<file path="config.mk">
export PLATFORM = sky130hd
export DESIGN_NAME = debug_dump_engine
export DESIGN_NICKNAME = d
export VERILOG_FILES = /design/src/rtl/debug_dump_engine_pkg.sv /design/src/rtl/debug_dump_engine_bp_edge_detect.sv /design/src/rtl/debug_dump_engine.sv
export SDC_FILE = /design/constraint.sdc
export NUM_CORES = 1
export LEC_CHECK = 0
export CAP_MARGIN = 30
export CELL_PAD_IN_SITES_DETAIL_PLACEMENT = 1
export CELL_PAD_IN_SITES_GLOBAL_PLACEMENT = 2
export CORE_ASPECT_RATIO = 0.6
export CORE_MARGIN = 4
export CORE_UTILIZATION = 26
export CTS_BUF_LIST = sky130_fd_sc_hd__clkbuf_16
export DETAILED_ROUTE_END_ITERATION = 8
export GPL_TIMING_DRIVEN = 0
export HOLD_SLACK_MARGIN = 0.15
export PLACE_DENSITY = 0.87
export SLEW_MARGIN = 20
export SYNTH_ARGS = -nofsm -noshare
export SYNTH_HDL_FRONTEND = slang
export SYNTH_SLANG_ARGS = --single-unit
export TNS_END_PERCENT = 10
</file>
<file path="constraint.sdc">
create_clock -name clk -period 2.4 [get_ports clk]
set_input_delay 0.36 -clock clk [delete_from_list [all_inputs] [get_ports clk]]
set_output_delay 0.36 -clock clk [all_outputs]
set_load 0.01 [all_outputs]
</file>
<file path="src/rtl/debug_dump_engine_pkg.sv">
// Shared constants for the debug dump engine: FSM encoding, stream tags, default widths.
package debug_dump_engine_pkg;

    localparam int XLEN_DEF = 32;

    localparam logic [1:0] ST_IDLE = 2'd0;
    localparam logic [1:0] ST_HDR  = 2'd1;
    localparam logic [1:0] ST_LOAD = 2'd2;
    localparam logic [1:0] ST_SEND = 2'd3;

    localparam logic [5:0] TAG_PC = 6'h20;

endpackage

</file>
<file path="src/rtl/debug_dump_engine_bp_edge_detect.sv">
// PC breakpoint comparator with rising-edge detection so a CPU parked on bp_pc fires once.
module bp_edge_detect
    import debug_dump_engine_pkg::*;
#(
    parameter int XLEN = XLEN_DEF
) (
    input  logic            clk,
    input  logic            reset,
    input  logic            bp_en,
    input  logic [XLEN-1:0] bp_pc,
    input  logic [XLEN-1:0] fetch_pc,
    output logic            bp_rise
);

    logic bp_hit;
    logic bp_prev_q;
    logic bp_prev_d;

    always_comb begin
        bp_hit    = bp_en && (fetch_pc == bp_pc);
        bp_prev_d = bp_hit;
        bp_rise   = bp_hit && !bp_prev_q;
    end

    always_ff @(posedge clk or posedge reset) begin
        if (reset) bp_prev_q <= 1'b0;
        else       bp_prev_q <= bp_prev_d;
    end

endmodule

</file>
<file path="src/rtl/debug_dump_engine.sv">
// Snapshots fetchPC and sweeps the computer's debug register port, streaming a PC header
// followed by one word per register over a valid/ready interface.
module debug_dump_engine
    import debug_dump_engine_pkg::*;
#(
    parameter int XLEN     = XLEN_DEF,
    parameter int NUM_REGS = 32,
    parameter int SEL_W    = 5
) (
    input  logic             clk,
    input  logic             reset,
    input  logic             start,
    input  logic             bp_en,
    input  logic [XLEN-1:0]  bp_pc,
    input  logic [XLEN-1:0]  fetchPC,
    output logic [SEL_W-1:0] debug_reg_select,
    input  logic [XLEN-1:0]  debug_reg_out,
    output logic             m_valid,
    input  logic             m_ready,
    output logic [XLEN-1:0]  m_data,
    output logic [5:0]       m_tag,
    output logic             m_last,
    output logic             busy,
    output logic [7:0]       dump_count
);

    localparam logic [4:0] LAST_IDX = 5'(NUM_REGS - 1);

    logic [1:0]       state_q, state_d;
    logic [4:0]       idx_q, idx_d;
    logic [SEL_W-1:0] sel_q, sel_d;
    logic             m_valid_q, m_valid_d;
    logic [XLEN-1:0]  m_data_q, m_data_d;
    logic [5:0]       m_tag_q, m_tag_d;
    logic             m_last_q, m_last_d;
    logic             busy_q, busy_d;
    logic [7:0]       dump_count_q, dump_count_d;
    logic             bp_rise;
    logic             trigger;

    bp_edge_detect #(.XLEN(XLEN)) u_bp_edge (
        .clk      (clk),
        .reset    (reset),
        .bp_en    (bp_en),
        .bp_pc    (bp_pc),
        .fetch_pc (fetchPC),
        .bp_rise  (bp_rise)
    );

    always_comb begin
        trigger      = start || bp_rise;
        state_d      = state_q;
        idx_d        = idx_q;
        sel_d        = sel_q;
        m_valid_d    = m_valid_q;
        m_data_d     = m_data_q;
        m_tag_d      = m_tag_q;
        m_last_d     = m_last_q;
        dump_count_d = dump_count_q;
        case (state_q)
            ST_IDLE: begin
                if (trigger) begin
                    m_data_d  = fetchPC;
                    m_tag_d   = TAG_PC;
                    m_last_d  = 1'b0;
                    m_valid_d = 1'b1;
                    idx_d     = 5'd0;
                    state_d   = ST_HDR;
                end
            end
            ST_HDR: begin
                if (m_ready) begin
                    m_valid_d = 1'b0;
                    sel_d     = '0;
                    state_d   = ST_LOAD;
                end
            end
            ST_LOAD: begin
                // select was updated on the previous edge, so debug_reg_out is settled here
                m_data_d  = debug_reg_out;
                m_tag_d   = {1'b0, idx_q};
                m_last_d  = (idx_q == LAST_IDX);
                m_valid_d = 1'b1;
                state_d   = ST_SEND;
            end
            ST_SEND: begin
                if (m_ready) begin
                    m_valid_d = 1'b0;
                    if (m_last_q) begin
                        m_last_d     = 1'b0;
                        sel_d        = '0;
                        dump_count_d = dump_count_q + 8'd1;
                        state_d      = ST_IDLE;
                    end else begin
                        idx_d   = idx_q + 5'd1;
                        sel_d   = SEL_W'(idx_q + 5'd1);
                        state_d = ST_LOAD;
                    end
                end
            end
            default: state_d = ST_IDLE;
        endcase
        busy_d = (state_d != ST_IDLE);
    end

    always_ff @(posedge clk or posedge reset) begin
        if (reset) begin
            state_q      <= ST_IDLE;
            idx_q        <= '0;
            sel_q        <= '0;
            m_valid_q    <= 1'b0;
            m_data_q     <= '0;
            m_tag_q      <= '0;
            m_last_q     <= 1'b0;
            busy_q       <= 1'b0;
            dump_count_q <= '0;
        end else begin
            state_q      <= state_d;
            idx_q        <= idx_d;
            sel_q        <= sel_d;
            m_valid_q    <= m_valid_d;
            m_data_q     <= m_data_d;
            m_tag_q      <= m_tag_d;
            m_last_q     <= m_last_d;
            busy_q       <= busy_d;
            dump_count_q <= dump_count_d;
        end
    end

    assign debug_reg_select = sel_q;
    assign m_valid          = m_valid_q;
    assign m_data           = m_data_q;
    assign m_tag            = m_tag_q;
    assign m_last           = m_last_q;
    assign busy             = busy_q;
    assign dump_count       = dump_count_q;

endmodule
</file>
==> results of run 1 <==
-- logic make-up after synthesis --
kind of cell,share of synthesized area (%)
fa+ha+maj,1.07
compound gates,6.37
mux,24.0
simple gates,11.7
buf+inv,3.94
xor+xnor,8.52
flops,44.4
-- critical path: cells and delay by family --
family | cells | cell delay (ns)
simple gates | 3 | 1.03
buf+inv | 3 | 0.52
mux | 1 | 0.29
xor+xnor | 1 | 0.19
compound gates | 1 | 0.17
-- worst paths after layout --
path | start | endpoint | slack (ns) | cells past startpoint
worst max-delay path | bp_pc[11] | m_data[27] | 0.05 | 9
worst min-delay path | reset | m_data[9] | 0.35 | 2
worst max register to register | u_bp_edge.bp_prev_q | m_data[27] | 0.12 | 7
worst min register to register | dump_count[7] | dump_count[7] | 0.47 | 1
max in group asynchronous | reset | m_data[28] | 1.53 | 3
min in group clk | fetchPC[24] | m_data[24] | 0.47 | 3
-- cells in the mapped netlist, types with 2 or more instances --
cell | number | area, um^2
o21ai_0 | 7 | 35.0
xnor2_1 | 29 | 254
nand4_1 | 8 | 50.1
mux2_2 | 36 | 405
mux2_4 | 29 | 435
dfrtp_1 | 62 | 1550
buf_12 | 3 | 60.1
nand3_1 | 3 | 15.0
nor2b_1 | 4 | 25.0
and3_1 | 2 | 12.5
nor4_4 | 3 | 63.8
a21oi_1 | 4 | 20.0
ha_1 | 3 | 37.5
nor2_1 | 7 | 26.3
nand2b_1 | 2 | 12.5
nor3_1 | 3 | 15.0
clkbuf_1 | 3 | 11.3
nand2_1 | 23 | 86.3
inv_1 | 6 | 22.5
or2b_2 | 4 | 35.0
a22o_1 | 4 | 35.0
a21o_1 | 5 | 37.5
xor2_1 | 5 | 43.8
-- power by group through the flow --
stage                     sequential [mW]  combinational, mW  clock (mW)
after floorplan                      1.44              0.415           0
after global placement               1.38               1.09           0
after detailed placement             1.38               1.12           0
after CTS                            1.37               1.14        1.29
after global routing                 1.40               1.21        1.34
final                                1.37               1.13        1.25
-- per-layer routing --
layer	vias up	GRT usage, %	wire [um]
met2	112	22.0	5020
met4	2	2.97	106
met1	1381	21.7	5880
met3	14	6.16	1050
met5	-	0	13
li1	1322	-	-
-- stage by stage --
step / instances / utilization [%] / setup TNS, ns / instance area, um^2 / hold WS (ns)
3_3_place_gp: 598 / 40.4 / -64.05 / 5250 / 0.469
6_report: 627 / 44.2 / 0 / 5750 / 0.352
5_1_grt: 627 / 44.2 / -0.00574 / 5750 / 0.370
3_5_place_dp: 599 / 40.5 / -18.83 / 5270 / 0.467
2_1_floorplan: 274 / - / 0 / 3500 / 0.468
4_1_cts: 625 / 43.7 / 0 / 5690 / 0.347
-- sequential cells by signal (all words and copies together), names as in the netlist --
name,count
m_data,32
dump_count,8
m_tag,6
debug_reg_select,5
idx_q,5
state_q,2
busy,1
m_last,1
m_valid,1
u_bp_edge.bp_prev_q,1
-- timing repair --
item | in CTS | in global routing
hold endpoints to repair | 0 | 0
buffers inserted | 9 | 1
setup endpoints to repair | 33 | 31
gates resized for setup | 47 | 10
cloned | 2 | 1
pin swaps | 18 | 10
-- cell type report --
type | instances | area share (%)
well taps | 170 | 3.70
inverters | 6 | 0.435
clock buffers | 9 | 3.92
repair buffers | 167 | 29.9
multi-input cells | 196 | 32.1
plain buffers | 10 | 2.00
flip-flops and latches | 62 | 27.0
clock inverters | 7 | 0.979
-- layout by cell type (no fill, tap or decap), drive strengths merged, types with 3 or more instances in the layout --
cell type and n:
nor3 3, a22o 4, nand3 3, dlygate4sd2 27
o21ai 7, nor2b 4, xor2 5, nand2 23
mux2 65, clkbuf 14, a21o 5, nor2 8
nand4 8, xnor2 29, clkdlybuf4s15 4, clkdlybuf4s50 115
buf 16, or2b 4, nor4 3, dlymetal6s2s 8
clkinv 4, a21oi 4, dfrtp 62, ha 3
inv 7
==> run_results.csv, run 1 <==
group,metric,value,unit
outcome,status,"finished, final reports clean",
worst_setup_path,path_cells,"clkdlybuf4s15_2, xor2_2, or4_4, nor4_4, a31oi_4, nor2_8, buf_12, clkbuf_16, mux2_4",
die,die-height,97.8,um
routing,vias_per_cell,4.52,
clock_tree,clk_latency,0.33,ns
grt,grt_max_degree,42,
sta,fin_crit,2.35,ns
die,die_w,158,um
worst_setup_path,critPathMaxFanout,7,
job,max_cap_viol_count,0,
yosys,yosysSeqAreaShare,44.4,%
yosys,synth-seq-cells,62,
clock_tree,cts.path.max_buffers,2,
worst_setup_path,worstSetupPathType,"input pin to flop",
die,core_area,0.0130,mm^2
placement,hpwl,9.32,mm
sta,worst_slack,0.0527,ns
yosys,synth_cell_type_count,42,
clock_tree,cts-root-buf,"clkbuf_16",
worst_setup_path,crit_slowest_cell,"or4_4",
sta,slew_headroom,57.2,%
pwr,leakage,2.53,nW
pwr,p_int,2.72,mW
grt,grt_pass1_vias,3126,
sta,slew_violations,0,
final_layout,drive_gt1_share,25.8,%
pwr,p_switching,1.03,mW
pwr,p_comb_share,30.2,%
routing,num_vias,2831,
placement,dpl_worst_slack,-0.547,ns
clock_tree,cts_buffers,9,
sta,fin_skew,0.00311,ns
die,ios,155,
pwr,switching_share,27.4,%
sta,period_share,97.8,%
sta,worstMarginPinSlew,0.642,ns
grt,grt_pass1_wl,18.0,mm
routing,routedWlPerCell,19.3,um
grt,grt-ovfl-total,0,
grt,grt_usage,15.3,%
pwr,power_density,652,mW/mm^2
clock_tree,cts_tree,"done",
routing,drt_pass1_iterations,4,
placement,portBuffers,154,
sta,finalHoldViolations,0,
routing,drcViolationCount,0,
worst_setup_path,start_kind,"input pin",
worst_setup_path,crit_required,2.61,ns
sta,setup_viol,0,
pwr,pwr-share-seq,36.6,%
yosys,syn_avg_cell_area,12.8,um^2
grt,antenna_found_initial,1,
worst_setup_path,cp_slowest_stage_delay,0.55,ns
yosys,netlist_area,0.00350,mm^2
worst_hold_path,min_path_type,"input pin to async pin",
final_layout,multiInputGateArea,0.00185,mm^2
clock_tree,cts.sinks,62,
die,initial_core_util,26.9,%
pwr,totalPowerFinal,3.75,mW
final_layout,seq_area,0.00155,mm^2
yosys,synth_edf_count,0,
worst_setup_path,worstPathArrival,2.56,ns
pwr,vdd_drop_max,305,uV
clock_tree,ctsHoldBuffers,0,
die,row_count,32,
yosys,syn_nets,378,
yosys,yosysWarnings,0,
clock_tree,clk_pin_slew,0.05,ns
sta,max_freq,426,MHz
yosys,synthFlopType,"dfrtp_1",
placement,gp_congestion,0.814,
pwr,p_clk_share,33.2,%
yosys,syn_inst,274,
routing,routed_wl,12.1,mm
final_layout,nFillCells,1386,
die,die_area,0.0154,mm^2
routing,drtIter0Drc,57,
worst_setup_path,crit_path_end_kind,"flop",
final_layout,syn_to_final_growth,64.4,%
final_layout,nNetsFinal,556,
clock_tree,htreeDepth,3,
final_layout,antenna_cells,0,
routing,ant_nets,0,
yosys,async_reset_ff_share,100,%
Power figures use the tool's default switching activity.
==> run 2, diff against run 1 <==
--- a/config.mk
+++ b/config.mk
@@ -13,7 +13,6 @@
 export CORE_UTILIZATION = 26
 export CTS_BUF_LIST = sky130_fd_sc_hd__clkbuf_16
 export DETAILED_ROUTE_END_ITERATION = 8
-export GPL_TIMING_DRIVEN = 0
 export HOLD_SLACK_MARGIN = 0.15
 export PLACE_DENSITY = 0.87
 export SLEW_MARGIN = 20
==> run_results.csv, run 2 (synthesis results as in run 1) <==
group,metric,value,unit
outcome,status,"finished, final reports clean",
die,ios,155,
die,die_w,158,um
routing,drcViolationCount,0,
job,max_cap_viol_count,0,
final_layout,syn_to_final_growth,64.4,%
final_layout,largest_reg_flops,32,
sta,worst_slack,0.0799,ns
final_layout,final_cell_mix,"clkdlybuf4s50_1 (134), dfrtp_1 (61), mux2_2 (34)",
sta,slew_violations,0,
worst_setup_path,crit_slowest_cell,"clkdlybuf4s50_1",
final_layout,antenna_cells,0,
worst_setup_path,critPathMaxFanout,8,
worst_setup_path,worstPathArrival,2.53,ns
final_layout,fin_area,0.00575,mm^2
clock_tree,cts_buffers,9,
worst_hold_path,min_path_type,"input pin to async pin",
sta,slew_headroom,65.5,%
final_layout,nNetsFinal,558,
pwr,totalPowerFinal,3.78,mW
sta,setup_viol,0,
sta,worstMarginPinSlew,0.516,ns
pwr,leakage,2.55,nW
placement,hpwl,9.24,mm
die,initial_core_util,26.9,%
sta,period_share,96.7,%
final_layout,drive_gt1_share,28.1,%
sta,setup_tns,0,ns
placement,placed_cell_area,0.00532,mm^2
worst_setup_path,start_kind,"input pin",
routing,drtIter0Drc,108,
worst_setup_path,critical_path.top_delay_family,"simple AND/OR/NAND/NOR gates",
grt,grt_max_degree,63,
routing,routed_wl,11.9,mm
worst_setup_path,cp_slowest_stage_delay,0.50,ns
placement,dpl_worst_slack,-0.468,ns
sta,hold_slack,0.400,ns
sta,finalHoldViolations,0,
die,die_area,0.0154,mm^2
pwr,switching_share,27.7,%
grt,grt_pass1_vias,3333,
routing,drt_pass1_iterations,4,
grt,grt_usage,15.4,%
pwr,p_int,2.74,mW
routing,ant_nets,0,
placement,portBuffers,154,
worst_setup_path,critPathBufInv,2,
grt,antenna_found_initial,0,
clock_tree,htreeDepth,3,
routing,vias_per_cell,4.61,
pwr,vdd_drop_max,290,uV
pwr,p_comb_share,30.3,%
clock_tree,cts-root-buf,"clkbuf_16",
routing,num_vias,2898,
pwr,p_clk_share,33.0,%
sta,rsz0062_at_grt,"false",
clock_tree,clk_pin_slew,0.06,ns
worst_setup_path,path_cells,"clkdlybuf4s50_1, xnor2_1, nand4_1, nor4_4, a31oi_4, nor2_8, buf_12, mux2_4",
worst_setup_path,crit_required,2.61,ns
pwr,p_switching,1.05,mW
routing,routedWlPerCell,19.0,um
die,die-height,97.8,um
die,core_area,0.0130,mm^2
clock_tree,cts.sinks,62,
placement,gp_congestion,0.762,
die,row_count,32,
sta,max_freq,431,MHz
grt,grt_pass1_wl,18.3,mm
clock_tree,clk_latency,0.33,ns
clock_tree,cts.path.max_buffers,2,
clock_tree,cts_tree,"done",
final_layout,mostFrequentLayoutCell,"clkdlybuf4s50_1",
sta,fin_skew,0.00507,ns
pwr,pwr-share-seq,36.7,%
worst_setup_path,crit_path_end_kind,"flop",
clock_tree,ctsHoldBuffers,0,
pwr,power_density,658,mW/mm^2
worst_setup_path,worstSetupPathType,"input pin to flop",
grt,grt-ovfl-total,0,
sta,fin_crit,2.32,ns
## run 2: cell count changes in the layout (fill, tap and decap cells not counted), sizes merged, moves of 5 or more
cell	change
buf	+9
clkdlybuf4s50	+19
dlygate4sd2	-20
clkbuf	-5
## run 2: final timing paths
path / start / to / slack [ns] / depth (start not counted)
worst min register to register: dump_count[7] / dump_count[7] / 0.48 / 1
worst max register to register: u_bp_edge.bp_prev_q / m_data[19] / 0.29 / 6
worst max-delay path: fetchPC[6] / m_data[19] / 0.08 / 8
min in group clk: fetchPC[13] / m_data[13] / 0.47 / 3
max in group asynchronous: reset / state_q[1] / 1.63 / 3
worst min-delay path: reset / dump_count[4] / 0.40 / 3
## run 2: tightest hold or removal path: stages
cell,delay (ns)
clkdlybuf4s50_1,0.42
inv_2,0.07
buf_12,0.27
## run 2: layout make-up
class	instances	area, um^2
clock buffers	9	225
clock inverters	7	58.8
fillers	1381	7260
inverters	6	22.5
multi-input cells	196	1870
flip-flops and latches	62	1550
well taps	170	213
repair buffers	179	1810
## run 2: repair_timing
item	CTS	global route
setup endpoints to repair	36	35
setup buffers	4	0
gates resized for setup	29	13
gates cloned	1	0
pin swaps	9	10
## run 2: metrics by stage
stage | std cells | utilization, %
after floorplan | 274 | -
after global placement | 609 | 40.9
after detailed placement | 609 | 40.9
after CTS | 630 | 43.9
after global routing | 629 | 44.2
final | 629 | 44.2
## run 2: power by group through the flow
| stage | Sequential (mW) | Combinational, mW | Clock [mW] |
|---|---|---|---|
| floorplan | 1.44 | 0.415 | 0 |
| global placement | 1.39 | 1.10 | 0 |
| detailed placement | 1.40 | 1.13 | 0 |
| CTS | 1.39 | 1.17 | 1.28 |
| global route | 1.42 | 1.22 | 1.34 |
| finish | 1.39 | 1.15 | 1.25 |
## run 2: layer usage
metal | share of wire, % | GRT usage [%] | wire length [um]
met3 | 9.3 | 6.64 | 1110
met1 | 47 | 21.1 | 5640
met5 | 0 | 0 | 0
met2 | 42 | 22.6 | 5070
met4 | 0.97 | 3.04 | 116
